`src/rtl/fpu_pkg.sv`:
```
// Shared types and constants for the FP32 multiplier round/pack stage.
// Holds the operand class encoding, the exception flag bit positions and the S1 register layout.
package fpu_pkg;

    typedef enum logic [1:0] {
        NORM = 2'd0,
        ZERO = 2'd1,
        INF  = 2'd2,
        NAN  = 2'd3
    } class_e;

    localparam int FLG_NV = 4;
    localparam int FLG_DZ = 3;
    localparam int FLG_OF = 2;
    localparam int FLG_UF = 1;
    localparam int FLG_NX = 0;

    localparam int          BIAS    = 127;
    localparam int          EXP_MAX = 255;
    localparam logic [31:0] QNAN    = 32'h7FC0_0000;

    // Exponent is kept outside this struct because its width follows the EXP_W parameter.
    typedef struct packed {
        logic        sign;
        class_e      cls;
        logic [22:0] sig;
        logic        guard;
        logic        sticky;
    } s1_t;

endpackage

```
`src/rtl/fpu_round_rne.sv`:
```
// Round-to-nearest-even increment of a 23-bit fraction.
// Latency: combinational. Backpressure: none (pure function of inputs).
module fpu_round_rne (
    input  logic [22:0] sig,
    input  logic        guard,
    input  logic        sticky,
    output logic [22:0] sig_rnd,
    output logic        carry,
    output logic        inexact
);

    logic        w_inc;
    logic [23:0] w_sum;

    // Ties go up only when the kept LSB is odd.
    assign w_inc   = guard & (sticky | sig[0]);
    assign w_sum   = {1'b0, sig} + {23'd0, w_inc};
    assign sig_rnd = w_sum[22:0];
    assign carry   = w_sum[23];
    assign inexact = guard | sticky;

endmodule

```
`src/rtl/fpu_mul_round_pack.sv`:
```
// FP32 multiplier back end: normalise (S1), round-to-nearest-even, range check and pack (S2).
// Latency 2 cycles, full throughput; in_ready drops only when both stages hold data and out_ready=0.
// Optional sticky flag accumulator (flags_clr/flags_acc) built when FPU_MUL_FLAG_ACCUM_EN is defined.
module fpu_mul_round_pack
    import fpu_pkg::*;
#(
    parameter int EXP_W = 10
) (
    input  logic             clk,
    input  logic             rst_n,
`ifdef FPU_MUL_FLAG_ACCUM_EN
    input  logic             flags_clr,
    output logic [4:0]       flags_acc,
`endif
    input  logic             in_valid,
    output logic             in_ready,
    input  logic             in_sign,
    input  logic [EXP_W-1:0] in_exp,
    input  logic [47:0]      in_mant,
    input  logic [1:0]       in_class,
    output logic             out_valid,
    input  logic             out_ready,
    output logic [31:0]      out_result,
    output logic [4:0]       out_flags
);

    localparam logic signed [EXP_W:0] W_EXP_MAX = (EXP_W+1)'(EXP_MAX);
    localparam logic signed [EXP_W:0] W_ZERO    = '0;
    localparam logic signed [EXP_W:0] W_ONE     = (EXP_W+1)'(1);

    logic                r_s1_vld;
    s1_t                 r_s1;
    logic signed [EXP_W:0] r_s1_exp;
    logic                r_s2_vld;
    logic [31:0]         r_result;
    logic [4:0]          r_flags;

    logic                w_s1_en;
    logic                w_s2_en;
    logic signed [EXP_W:0] w_exp_ext;
    logic signed [EXP_W:0] w_s1_exp_d;
    s1_t                 w_s1_d;
    logic [22:0]         w_sig_rnd;
    logic                w_carry;
    logic                w_inexact;
    logic signed [EXP_W:0] w_carry_ext;
    logic signed [EXP_W:0] w_e_rnd;
    logic [31:0]         w_res;
    logic [4:0]          w_flg;

    assign w_s2_en  = ~r_s2_vld | out_ready;
    assign w_s1_en  = ~r_s1_vld | w_s2_en;
    assign in_ready = w_s1_en;

    // S1: leading one sits at bit 47 or 46; a bit-47 product carries one extra exponent step.
    assign w_exp_ext  = $signed({in_exp[EXP_W-1], in_exp});
    assign w_s1_exp_d = in_mant[47] ? (w_exp_ext + W_ONE) : w_exp_ext;

    always_comb begin
        w_s1_d        = '0;
        w_s1_d.sign   = in_sign;
        w_s1_d.cls    = class_e'(in_class);
        if (in_mant[47]) begin
            w_s1_d.sig    = in_mant[46:24];
            w_s1_d.guard  = in_mant[23];
            w_s1_d.sticky = |in_mant[22:0];
        end else begin
            w_s1_d.sig    = in_mant[45:23];
            w_s1_d.guard  = in_mant[22];
            w_s1_d.sticky = |in_mant[21:0];
        end
    end

    fpu_round_rne u_round (
        .sig     (r_s1.sig),
        .guard   (r_s1.guard),
        .sticky  (r_s1.sticky),
        .sig_rnd (w_sig_rnd),
        .carry   (w_carry),
        .inexact (w_inexact)
    );

    // One spare exponent bit guarantees the +1/+1 steps never wrap.
    assign w_carry_ext = $signed({{EXP_W{1'b0}}, w_carry});
    assign w_e_rnd     = r_s1_exp + w_carry_ext;

    always_comb begin
        w_res = '0;
        w_flg = '0;
        case (r_s1.cls)
            NORM: begin
                if (w_e_rnd >= W_EXP_MAX) begin
                    w_res         = {r_s1.sign, 8'hFF, 23'd0};
                    w_flg[FLG_OF] = 1'b1;
                    w_flg[FLG_NX] = 1'b1;
                end else if (w_e_rnd <= W_ZERO) begin
                    w_res         = {r_s1.sign, 31'd0};
                    w_flg[FLG_UF] = 1'b1;
                    w_flg[FLG_NX] = 1'b1;
                end else begin
                    w_res         = {r_s1.sign, w_e_rnd[7:0], w_sig_rnd};
                    w_flg[FLG_NX] = w_inexact;
                end
            end
            ZERO: w_res = {r_s1.sign, 31'd0};
            INF:  w_res = {r_s1.sign, 8'hFF, 23'd0};
            NAN: begin
                w_res         = QNAN;
                w_flg[FLG_NV] = 1'b1;
            end
            default: w_res = '0;
        endcase
    end

    always_ff @(posedge clk or negedge rst_n) begin
        if (!rst_n) begin
            r_s1_vld <= 1'b0;
            r_s1     <= '0;
            r_s1_exp <= '0;
            r_s2_vld <= 1'b0;
            r_result <= '0;
            r_flags  <= '0;
        end else begin
            if (w_s1_en) begin
                r_s1_vld <= in_valid;
                if (in_valid) begin
                    r_s1     <= w_s1_d;
                    r_s1_exp <= w_s1_exp_d;
                end
            end
            if (w_s2_en) begin
                r_s2_vld <= r_s1_vld;
                if (r_s1_vld) begin
                    r_result <= w_res;
                    r_flags  <= w_flg;
                end
            end
        end
    end

    assign out_valid  = r_s2_vld;
    assign out_result = r_result;
    assign out_flags  = r_flags;

`ifdef FPU_MUL_FLAG_ACCUM_EN
    logic [4:0] r_flags_acc;
    logic       w_out_hs;

    assign w_out_hs = r_s2_vld & out_ready;

    // Clear wins over history but not over the flags handed off in the same cycle.
    always_ff @(posedge clk or negedge rst_n) begin
        if (!rst_n) begin
            r_flags_acc <= '0;
        end else if (flags_clr) begin
            r_flags_acc <= w_out_hs ? r_flags : 5'd0;
        end else if (w_out_hs) begin
            r_flags_acc <= r_flags_acc | r_flags;
        end
    end

    assign flags_acc = r_flags_acc;
`endif

endmodule

```
`config.mk`:
```
export PLATFORM = sky130hd
export DESIGN_NAME = fpu_mul_round_pack
export DESIGN_NICKNAME = d
export VERILOG_FILES = /design/src/rtl/fpu_pkg.sv /design/src/rtl/fpu_round_rne.sv /design/src/rtl/fpu_mul_round_pack.sv
export SDC_FILE = /design/constraint.sdc
export NUM_CORES = 1
export LEC_CHECK = 0
export ABC_AREA = 1
export BUFFER_PORTS_ARGS = -buffer_cell sky130_fd_sc_hd__buf_2
export CAP_MARGIN = 30
export CORE_ASPECT_RATIO = 0.7
export CORE_MARGIN = 2
export CORE_UTILIZATION = 49
export CTS_CLUSTER_DIAMETER = 200
export DETAILED_ROUTE_END_ITERATION = 10
export PLACE_DENSITY = 0.78
export RECOVER_POWER = 50
export SLEW_MARGIN = 20
export SYNTH_ARGS = -nofsm -noshare
export SYNTH_HDL_FRONTEND = slang
export SYNTH_SLANG_ARGS = --single-unit
```
`constraint.sdc`:
```
create_clock -name clk -period 3.3 [get_ports clk]
set_input_delay 0.66 -clock clk [delete_from_list [all_inputs] [get_ports clk]]
set_output_delay 0.66 -clock clk [all_outputs]
set_load 0.01 [all_outputs]
```
==> results of run 1 <==
where the power goes:
group / switching (uW) / internal [uW] / total [uW]
logic: 559 / 366 / 924
clock network: 379 / 577 / 956
registers: 135 / 1110 / 1250
total: 1070 / 2050 / 3130
how the worst min path moves through the flow:
stage / slack (ns) / start / endpoint
after detailed placement: 0.46 / out_result[20] / out_result[20]
after floorplan: 0.36 / rst_n / out_flags[0]
after global placement: 0.46 / out_result[16] / out_result[16]
final: 0.43 / rst_n / r_s1[26]
after global routing: 0.50 / out_result[0] / out_result[0]
after CTS: 0.26 / rst_n / out_valid
repair_timing:
item                                    4_1_cts  5_1_grt
pin swaps                                    24        6
buffers inserted                             32        9
gates cloned                                  1        0
endpoints found under the setup margin       33       34
gates resized for setup                      27       16
per-layer routing:
metal	vias to the layer above	GRT usage (%)	share of wire [%]
li1	2239	-	-
met1	2138	38.2	46
met2	239	42.3	43
met3	24	6.83	9.0
met4	0	8.21	2.0
met5	-	0	0
layout make-up:
| class | instances | area (um2) | share of cell area, % |
|---|---|---|---|
| Clock buffer | 10 | 229 | 3.81 |
| Tap cell | 124 | 155 | 2.58 |
| Inverter | 72 | 275 | 4.58 |
| Timing Repair Buffer | 171 | 1060 | 17.6 |
| Sequential cell | 77 | 1930 | 32.0 |
| Multi-Input combinational cell | 420 | 2320 | 38.6 |
| Clock inverter | 5 | 52.6 | 0.874 |
synthesized netlist by cell type (5+ instances only):
cell type / count / area share (%)
o22ai_1: 5 / 0.70
inv_1: 69 / 5.8
clkbuf_1: 15 / 1.3
nand4_1: 10 / 1.4
a21oi_1: 14 / 1.6
xor2_1: 11 / 2.2
nand2_4: 5 / 1.3
or2_2: 6 / 0.85
nor2_1: 48 / 4.1
dfrtp_1: 77 / 43
a31oi_1: 6 / 0.85
ha_1: 5 / 1.4
nand3_1: 35 / 3.9
o21ai_0: 40 / 4.5
o21ai_2: 10 / 2.0
o211ai_1: 17 / 2.9
nand2_1: 170 / 14
nor3_1: 9 / 1.0
worst register-to-register path, delay by kind of cell (launching register included):
kind                     cells  cell delay [ns]
AND/OR/NAND/NOR             19             2.32
flip-flops                   1             0.35
AO/OA/AOI/OAI                1             0.14
adder cells (fa/ha/maj)      3             0.58
buffers and inverters        2             0.11
cell usage in the layout, fill, tap and decap left out, types with 4 or more instances in the layout:
| cell | synthesis | layout |
|---|---|---|
| nand2_2 | 3 | 12 |
| xor2_1 | 11 | 11 |
| clkbuf_16 | 0 | 9 |
| dfrtp_1 | 77 | 77 |
| o22ai_1 | 5 | 5 |
| a21oi_1 | 14 | 10 |
| o211ai_1 | 17 | 17 |
| o21ai_0 | 40 | 33 |
| or2_2 | 6 | 5 |
| nand2_4 | 5 | 7 |
| a31oi_1 | 6 | 6 |
| nor4_1 | 4 | 4 |
| nor2_1 | 48 | 46 |
| nor3_1 | 9 | 6 |
| inv_1 | 69 | 67 |
| buf_2 | 2 | 101 |
| nand3_2 | 3 | 11 |
| nand3_1 | 35 | 27 |
| o21ai_2 | 10 | 14 |
| o21ai_1 | 1 | 4 |
| nand2_1 | 170 | 159 |
| buf_4 | 1 | 62 |
| a21oi_2 | 0 | 4 |
| nor3_2 | 2 | 5 |
| nand4_1 | 10 | 10 |
cells by family (layout without fill, tap and decap cells):
family          Yosys count  after routing  synth area share, %
flops                    77             77                 43.4
compound gates           98             98                 13.5
simple gates            301            302                 30.8
buf+inv                  92            258                 8.09
xor+xnor                 14             14                 2.76
fa+ha+maj                 5              5                 1.41
other cells               1              1               0.0844
sequential cells by signal, indices dropped and copies added (netlist names):
name / cells
out_result: 32
r_s1: 28
out_flags: 4
r_s1_vld: 1
r_s1_exp: 11
out_valid: 1
metrics by stage:
| stage | TNS [ns] | worst slack, ns | hold WS [ns] | area (um2) | cells |
|---|---|---|---|---|---|
| 6_report | -7.51 | -0.270 | 0.433 | 6020 | 879 |
| 5_1_grt | -16.19 | -0.531 | 0.498 | 6020 | 879 |
| 3_5_place_dp | -6.96 | -0.338 | 0.464 | 5290 | 822 |
| 3_3_place_gp | -3.20 | -0.150 | 0.457 | 5290 | 822 |
| 2_1_floorplan | -1.64 | -0.153 | 0.364 | 4480 | 588 |
| 4_1_cts | -2.98 | -0.160 | 0.263 | 5910 | 870 |
==> out/metrics.csv, run 1 <==
metric,value,unit
vias in the first global route,4395,
headroom to the max-slew limit,0.783,%
Post-Syn Area,0.00444,mm2
CP endpoint kind,register,
Die Ht,83.6,um
vias,4640,
total grt overflow,0,
WP depth,25,
GRT Util Overall,27.4,%
Crit path max-delay family,simple AND/OR/NAND/NOR gates,
DRC errors left,0,
Horiz. Die Dim,118,um
run status,finished with violations,
clock root cell,clkbuf_16,
placer congestion estimate,0.911,
initial antenna violation count,0,
Final ANT Viol Nets,0,
Pins Over Slew Limit,0,
number of flops mapped to enable cells by yosys,0,
PD cells,520,mW/mm2
fillcell total,732,
Via density,5.28,
nets,821,
CP most frequent cell,nand2_4,
number of synthesized register bits,77,
Crit. Startpoint,r_s1[2],
"Reg clk slew, reported paths",0.06,ns
Crit-path slowest cell,dfrtp_1,
cells on worst reg2reg path,25,
Final Critical Period,3.57,ns
CTS Buf Count,9,
DR WL/cell,15.1,um
Final WS setup,-0.270,ns
I/O pin cnt,104,
initial core utilization,49.7,%
r2r startpoint,r_s1[2],
maximum clock rate,0.280,GHz
first-pass GRT wire length,21500,um
drt pass-1 iters,5,
failing checks,"max-capacitance violations, negative setup slack",
syn_nets,658,
Synth Instances,588,
Peak supply drop,0.000275,V
CTS tree,built,
final core occ,67.4,%
cts hold-fix bufs,0,
actual slew at the worst max-slew pin,1.49,ns
total design power,3130,uW
worst endpoint required time,3.57,ns
Port Buffers,102,
worst min-delay path class,in2async,
initial drt markers,440,
final worst path period share,108,%
Slowest Stage Delay on Critical Path,0.35,ns
setup violators final,34,
CTS max path bufs,2,
clock skew,0.00399,ns
Ys Warns,0,
Die Footprint,0.00985,mm2
Std-Cell Rows,29,
Placeable Area,0.00893,mm2
H-tree levels,3,
Routed WL,13300,um
Synth cell types,39,
Critical Path End,out_result[21],
unrepaired setup endpoints after global routing,true,
CP Class,reg2reg,
Crit Path Max Fanout,5,
Hold Fails Final Rpt,0,
asr flop ratio synth,100,%
pin count of the biggest net entering global routing,63,
WP buf/inv,2,
CP arrival,3.84,ns
number of diodes,0,
LEAKAGE,0.00309,uW
Clock Sinks,77,
sequential share of the synthesized area,43.4,%
clk_lat worst skew,0.33,ns
share of cells above drive strength 1,34.0,%
Reg-to-Reg End,out_result[21],
maxcap violations,1,
most common flop cell mapped by yosys,dfrtp_1,
Reg2Reg Setup Slack,-0.27,ns
Worst setup SP type,register,
area grow syn2layout,35.5,%
Syn Area/Cell,7.55,um2
post-DP HPWL,8950,um
Note: power is estimated with default switching activity, not from simulation.
==> run 2, diff against run 1 <==
--- a/config.mk
+++ b/config.mk
@@ -5,7 +5,6 @@
 export SDC_FILE = /design/constraint.sdc
 export NUM_CORES = 1
 export LEC_CHECK = 0
-export ABC_AREA = 1
 export BUFFER_PORTS_ARGS = -buffer_cell sky130_fd_sc_hd__buf_2
 export CAP_MARGIN = 30
 export CORE_ASPECT_RATIO = 0.7
@@ -15,6 +14,7 @@
 export DETAILED_ROUTE_END_ITERATION = 10
 export PLACE_DENSITY = 0.78
 export RECOVER_POWER = 50
+export REMOVE_ABC_BUFFERS = 1
 export SLEW_MARGIN = 20
 export SYNTH_ARGS = -nofsm -noshare
 export SYNTH_HDL_FRONTEND = slang
==> run 2 against run 1 <==
Net effect:
- the flow now finishes without violations
- critical path depth shrank 9
- sequential power is essentially flat
- combinational power shrank 36%
- via count shrank 20%
- sequential share of layout area grew 3.0 points
- register-to-register slack gained 0.31 ns
- non-clock buffer count shrank 46
==> out/metrics.csv, run 2 <==
metric,value,unit
Post-synth top cells,"nand2_1 (81), dfrtp_1 (77), o21ai_0 (41)",
FF/Latch Area,0.00193,mm2
Pins Over Slew Limit,0,
Syn Area/Cell,9.85,um2
initial drt markers,291,
Routed WL,11000,um
I/O pin cnt,104,
Layout Cells excl Fill,674,
total design power,2860,uW
maxcap violations,0,
Die Ht,83.0,um
HP Start,out_result[31],
share of cells above drive strength 1,32.1,%
Comb pwr share,20.7,%
cells along the critical path,"o21a_1, ha_2, nand2_2, nor2_2, nand4_1, nor4_2, ha_2, ha_4, buf_6, buf_4, nor2b_1, o21ai_1, a211o_1, o211ai_4, buf_12, a221o_1",
area grow syn2layout,26.1,%
Synth Instances,443,
initial core utilization,51.1,%
max FFs per register,32,
nets,619,
Slowest Stage Delay on Critical Path,0.40,ns
total grt overflow,0,
r2r startpoint,r_s1[2],
run status,"finished, final reports clean",
Final Critical Period,3.26,ns
CTS max path bufs,2,
clk_lat worst skew,0.33,ns
post-DP HPWL,7590,um
unrepaired setup endpoints after global routing,true,
most common flop cell mapped by yosys,dfrtp_1,
ranking of synthesized cells by area,"dfrtp_1 (44%), nand2_1 (7.0%), mux2i_1 (6.0%)",
Std-Cell Rows,28,
clock root cell,clkbuf_16,
CP most frequent cell,ha_2,
Peak supply drop,0.000287,V
Clock Sinks,77,
Final ANT Viol Nets,0,
vias in the first global route,3324,
Crit-path slowest cell,dfrtp_1,
Switching Fraction,30.0,%
number of synthesized register bits,77,
headroom to the max-slew limit,6.13,%
initial antenna violation count,0,
Post-Place Cells,643,
H-tree levels,3,
Worst setup SP type,register,
clock power share,36.5,%
setup violators final,0,
final worst path period share,98.9,%
first-pass GRT wire length,16700,um
GRT Util Overall,21.8,%
drt pass-1 iters,5,
Horiz. Die Dim,117,um
footprint of the multi-input gates,0.00235,mm2
LEAKAGE,0.00252,uW
cell internal pwr,2010,uW
Worst Hold End,out_result[31],
Via density,5.51,
DR WL/cell,16.3,um
cts hold-fix bufs,0,
Reg-to-Reg End,out_flags[0],
cells on worst reg2reg path,16,
Post-Syn Area,0.00437,mm2
Reg2Reg Setup Slack,0.04,ns
Final Instance Area,0.00551,mm2
number of flops mapped to enable cells by yosys,0,
Synth area leader,dfrtp_1,
Placeable Area,0.00855,mm2
top cell type's share of synthesized area,44.1,%
placer congestion estimate,0.926,
Ys Warns,0,
WHS Path Cells,2,
"commonest non-fill, non-tap cell in the layout",buf_2,
P_sw,859,uW
final hold slack,0.464,ns
sequential share of the synthesized area,44.1,%
CP endpoint kind,register,
CP Class,reg2reg,
sequential share of power,42.8,%
pin count of the biggest net entering global routing,78,
"Reg clk slew, reported paths",0.06,ns
fillcell total,702,
vias,3713,
Port Buffers,102,
number of diodes,0,
maximum clock rate,0.306,GHz
Synth cell types,54,
highest-count cells in the layout ignoring fill and taps,"buf_2 (93), nand2_1 (79), dfrtp_1 (77), o21ai_0 (38), mux2i_1 (26)",
Crit Path Max Fanout,6,
CTS Buf Count,9,
Die Footprint,0.00969,mm2
Placement Cell Area,0.00493,mm2
asr flop ratio synth,100,%
actual slew at the worst max-slew pin,1.41,ns
DRC errors left,0,
most frequent cell after synthesis,nand2_1,
CTS tree,built,
clock skew,0.00599,ns
worst min-delay path class,reg2reg,
CP arrival,3.47,ns
Hold Fails Final Rpt,0,
PD cells,520,mW/mm2
worst endpoint required time,3.51,ns
## run 2: worst max path at each step
stage / from / endpoint / slack [ns] / cells after the start
final: r_s1[2] / out_flags[0] / 0.04 / 16
after global routing: r_s1[2] / out_flags[0] / -0.09 / 16
after CTS: r_s1[2] / out_result[2] / 0.01 / 14
after detailed placement: r_s1[2] / out_result[26] / -0.008 / 13
after global placement: r_s1[0] / out_result[26] / 0.17 / 13
after floorplan: r_s1[0] / out_result[16] / -0.29 / 13
## run 2: cells by family after synthesis
logic type	after synthesis	share of synthesized area, %
and+or+nand+nor	163	18.6
muxes	29	6.74
adders and majority gates	5	1.43
AOI/OAI and AO/OA	93	16.1
DFF	77	44.1
other	1	0.0859
buffers and inverters	37	4.90
xor gates and xnor gates	38	7.97
## run 2: repair_timing
item | CTS | global route
buffers inserted | 0 | 10
endpoints found under the setup margin | 6 | 31
gates cloned | 0 | 4
resized for setup | 1 | 26
pin swaps | 0 | 11
## run 2: critical path: cells and delay by family, from the launching register on
| kind | cells | cell delay [ns] |
|---|---|---|
| AO/OA/AOI/OAI | 5 | 0.92 |
| AND/OR/NAND/NOR | 5 | 0.74 |
| adder cells (fa/ha/maj) | 3 | 0.65 |
| buffers and inverters | 3 | 0.43 |
| flip-flops | 1 | 0.40 |
## run 2: final cells by class
cell class	count	share of cell area, %
clock buffer	10	4.16
timing repair buffer	125	13.4
inverter	7	0.477
multi-input combinational	329	42.7
clock inverter	6	1.59
tap	120	2.73
sequential	77	35.0
## run 2: metal layers
layer	vias up	GRT usage, %	wire length, um
met5	-	0	0
met2	128	32.1	5070
met1	1779	33.0	5150
li1	1794	-	-
met4	0	5.24	119
met3	12	4.09	675
## run 2: through the flow
step | worst slack [ns] | TNS (ns) | util (%)
floorplan | -0.286 | -6.44 | -
global placement | 0.166 | 0 | 57.7
detailed placement | -0.00837 | -0.00837 | 57.7
CTS | 0.0135 | 0 | 61.4
global route | -0.0905 | -1.51 | 64.4
finish | 0.0353 | 0 | 64.4
## run 2: power groups by stage
stage	combinational, uW	clock [uW]	sequential, uW
after floorplan	291	0	1220
after global placement	520	0	1230
after detailed placement	536	0	1230
after CTS	538	1060	1220
after global routing	653	1090	1250
final	594	1050	1230
==> run 3, diff against run 2 <==
--- a/config.mk
+++ b/config.mk
@@ -12,9 +12,8 @@
 export CORE_UTILIZATION = 49
 export CTS_CLUSTER_DIAMETER = 200
 export DETAILED_ROUTE_END_ITERATION = 10
-export PLACE_DENSITY = 0.78
+export PLACE_DENSITY = 0.77
 export RECOVER_POWER = 50
-export REMOVE_ABC_BUFFERS = 1
 export SLEW_MARGIN = 20
 export SYNTH_ARGS = -nofsm -noshare
 export SYNTH_HDL_FRONTEND = slang
==> run 3 against run 2 <==
Net effect:
- total power rose by 1.3%
- design area fell by 3.0%
- sequential power barely moved
- count of clock-buffer cells in the layout rose by 2
- critical path depth fell by 2
- global-route usage rose by 1.2 points
- via count fell by 1.5%
==> out/metrics.csv, run 3 (synthesized netlist as in run 2, its figures left out) <==
metric,value,unit
Pins Over Slew Limit,0,
Slowest Stage Delay on Critical Path,0.37,ns
CTS max path bufs,2,
cells along the critical path,"o21a_1, ha_1, nand2_2, nor2_2, nand4_1, nor4_2, ha_2, buf_6, and3_1, o21ai_1, o31ai_4, o211ai_4, buf_12, a221o_1",
CTS tree,built,
worst endpoint required time,3.51,ns
DR WL/cell,16.2,um
max FFs per register,32,
r2r startpoint,r_s1[0],
Reg-to-Reg End,out_flags[0],
vias in the first global route,3467,
post-DP HPWL,8120,um
Final Critical Period,3.11,ns
syn_nets,513,
met1 GRT Util,35.3,%
Std-Cell Rows,28,
Crit-path slowest cell,dfrtp_1,
Routed WL,10800,um
Placeable Area,0.00855,mm2
CP endpoint kind,register,
clock root cell,clkbuf_16,
setup violators final,0,
Port Buffers,102,
Placement Setup Slack,-0.0352,ns
Crit Path Max Fanout,24,
drt pass-1 iters,5,
pin count of the biggest net entering global routing,78,
Hold Fails Final Rpt,0,
GRT Util Overall,22.9,%
Crit. Startpoint,r_s1[0],
CP Class,reg2reg,
PD cells,544,mW/mm2
Die Ht,83.0,um
nets,611,
WP depth,14,
"Reg clk slew, reported paths",0.06,ns
worst min-delay path class,reg2reg,
DRC errors left,0,
initial core utilization,51.1,%
run status,"finished, final reports clean",
CTS Buf Count,9,
maximum clock rate,0.321,GHz
final worst path period share,94.4,%
number of diodes,0,
Critical Path End,out_flags[0],
maxcap violations,0,
actual slew at the worst max-slew pin,1.31,ns
cells on worst reg2reg path,14,
WHS Path Cells,2,
first-pass GRT wire length,17400,um
Final WS setup,0.185,ns
initial drt markers,214,
Final ANT Viol Nets,0,
Reg2Reg Setup Slack,0.19,ns
grt met3 use,5.47,%
Via density,5.49,
final core occ,62.5,%
CP arrival,3.33,ns
placer congestion estimate,0.902,
Die Footprint,0.00969,mm2
Most Crowded Layer GR,met1,
clock skew,0.00598,ns
Clock Sinks,77,
headroom to the max-slew limit,12.9,%
share of cells above drive strength 1,28.9,%
highest-count cells in the layout ignoring fill and taps,"buf_2 (93), nand2_1 (80), dfrtp_1 (77), o21ai_0 (39), mux2i_1 (26)",
vias,3656,
HP Start,out_result[11],
area grow syn2layout,22.3,%
I/O pin cnt,104,
Peak supply drop,0.000236,V
Horiz. Die Dim,117,um
WP buf/inv,2,
Crit path max-delay family,compound AO/OA/AOI/OAI gates,
clk_lat worst skew,0.33,ns
LEAKAGE,0.00244,uW
H-tree levels,3,
initial antenna violation count,0,
total grt overflow,0,
Worst setup SP type,register,
total design power,2900,uW
GR Util met2,33.3,%
"commonest non-fill, non-tap cell in the layout",buf_2,
==> run 3: changes by cell type in the layout (fill, tap and decap cells not counted), moves of 2 or more <==
cell       delta
o31ai_2       -4
buf_4         -4
clkinv_4      -2
o31ai_1       +4
clkbuf_16     -2
==> run 3: final cells by class <==
type | instances | area [um2]
repair buffers | 117 | 626
well taps | 120 | 150
clock inverters | 4 | 95.1
inverters | 7 | 26.3
multi-input cells | 329 | 2270
fillers | 743 | 3210
flip-flops and latches | 77 | 1930
clock buffers | 12 | 246
==> run 3: per-layer routing <==
layer / part of all wire (%) / up-vias / wire length (um)
met5: 0 / - / 0
met4: 0.67 / 0 / 72
met3: 6.3 / 10 / 675
met2: 44 / 136 / 4720
met1: 49 / 1737 / 5340
li1: - / 1773 / -
==> run 3: timing repair <==
action,4_1_cts,5_1_grt
endpoints found under the setup margin,6,30
gates cloned,0,0
setup buffers,0,6
hold buffers,0,0
pin swaps,0,7
resized for setup,1,12
==> run 3: worst min path at each step <==
stage | end | slack [ns]
floorplan | out_flags[0] | 0.36
CTS | out_result[9] | 0.48
finish | out_result[11] | 0.48
global placement | out_result[31] | 0.45
detailed placement | out_result[11] | 0.47
global route | out_result[17] | 0.51
==> run 3: worst min-delay path: stages (launching register included) <==
cell	delay, ns
dfrtp_1	0.34
nand2_1	0.06
o31ai_2	0.05
==> run 3: where the power goes <==
part / internal [uW] / switching [uW] / leakage [uW]
registers: 1070 / 160 / 0.000967
clock network: 758 / 363 / 0.000167
logic: 247 / 304 / 0.00131
total: 2080 / 827 / 0.00244
==> run 3: through the flow <==
stage,std cells,area (um2),setup TNS [ns],hold WS (ns)
global placement,643,4920,0,0.449
CTS,659,5260,-0.00222,0.483
global route,666,5340,-0.0178,0.507
finish,666,5340,0,0.478
floorplan,443,4370,0,0.364
detailed placement,643,4920,-0.161,0.471
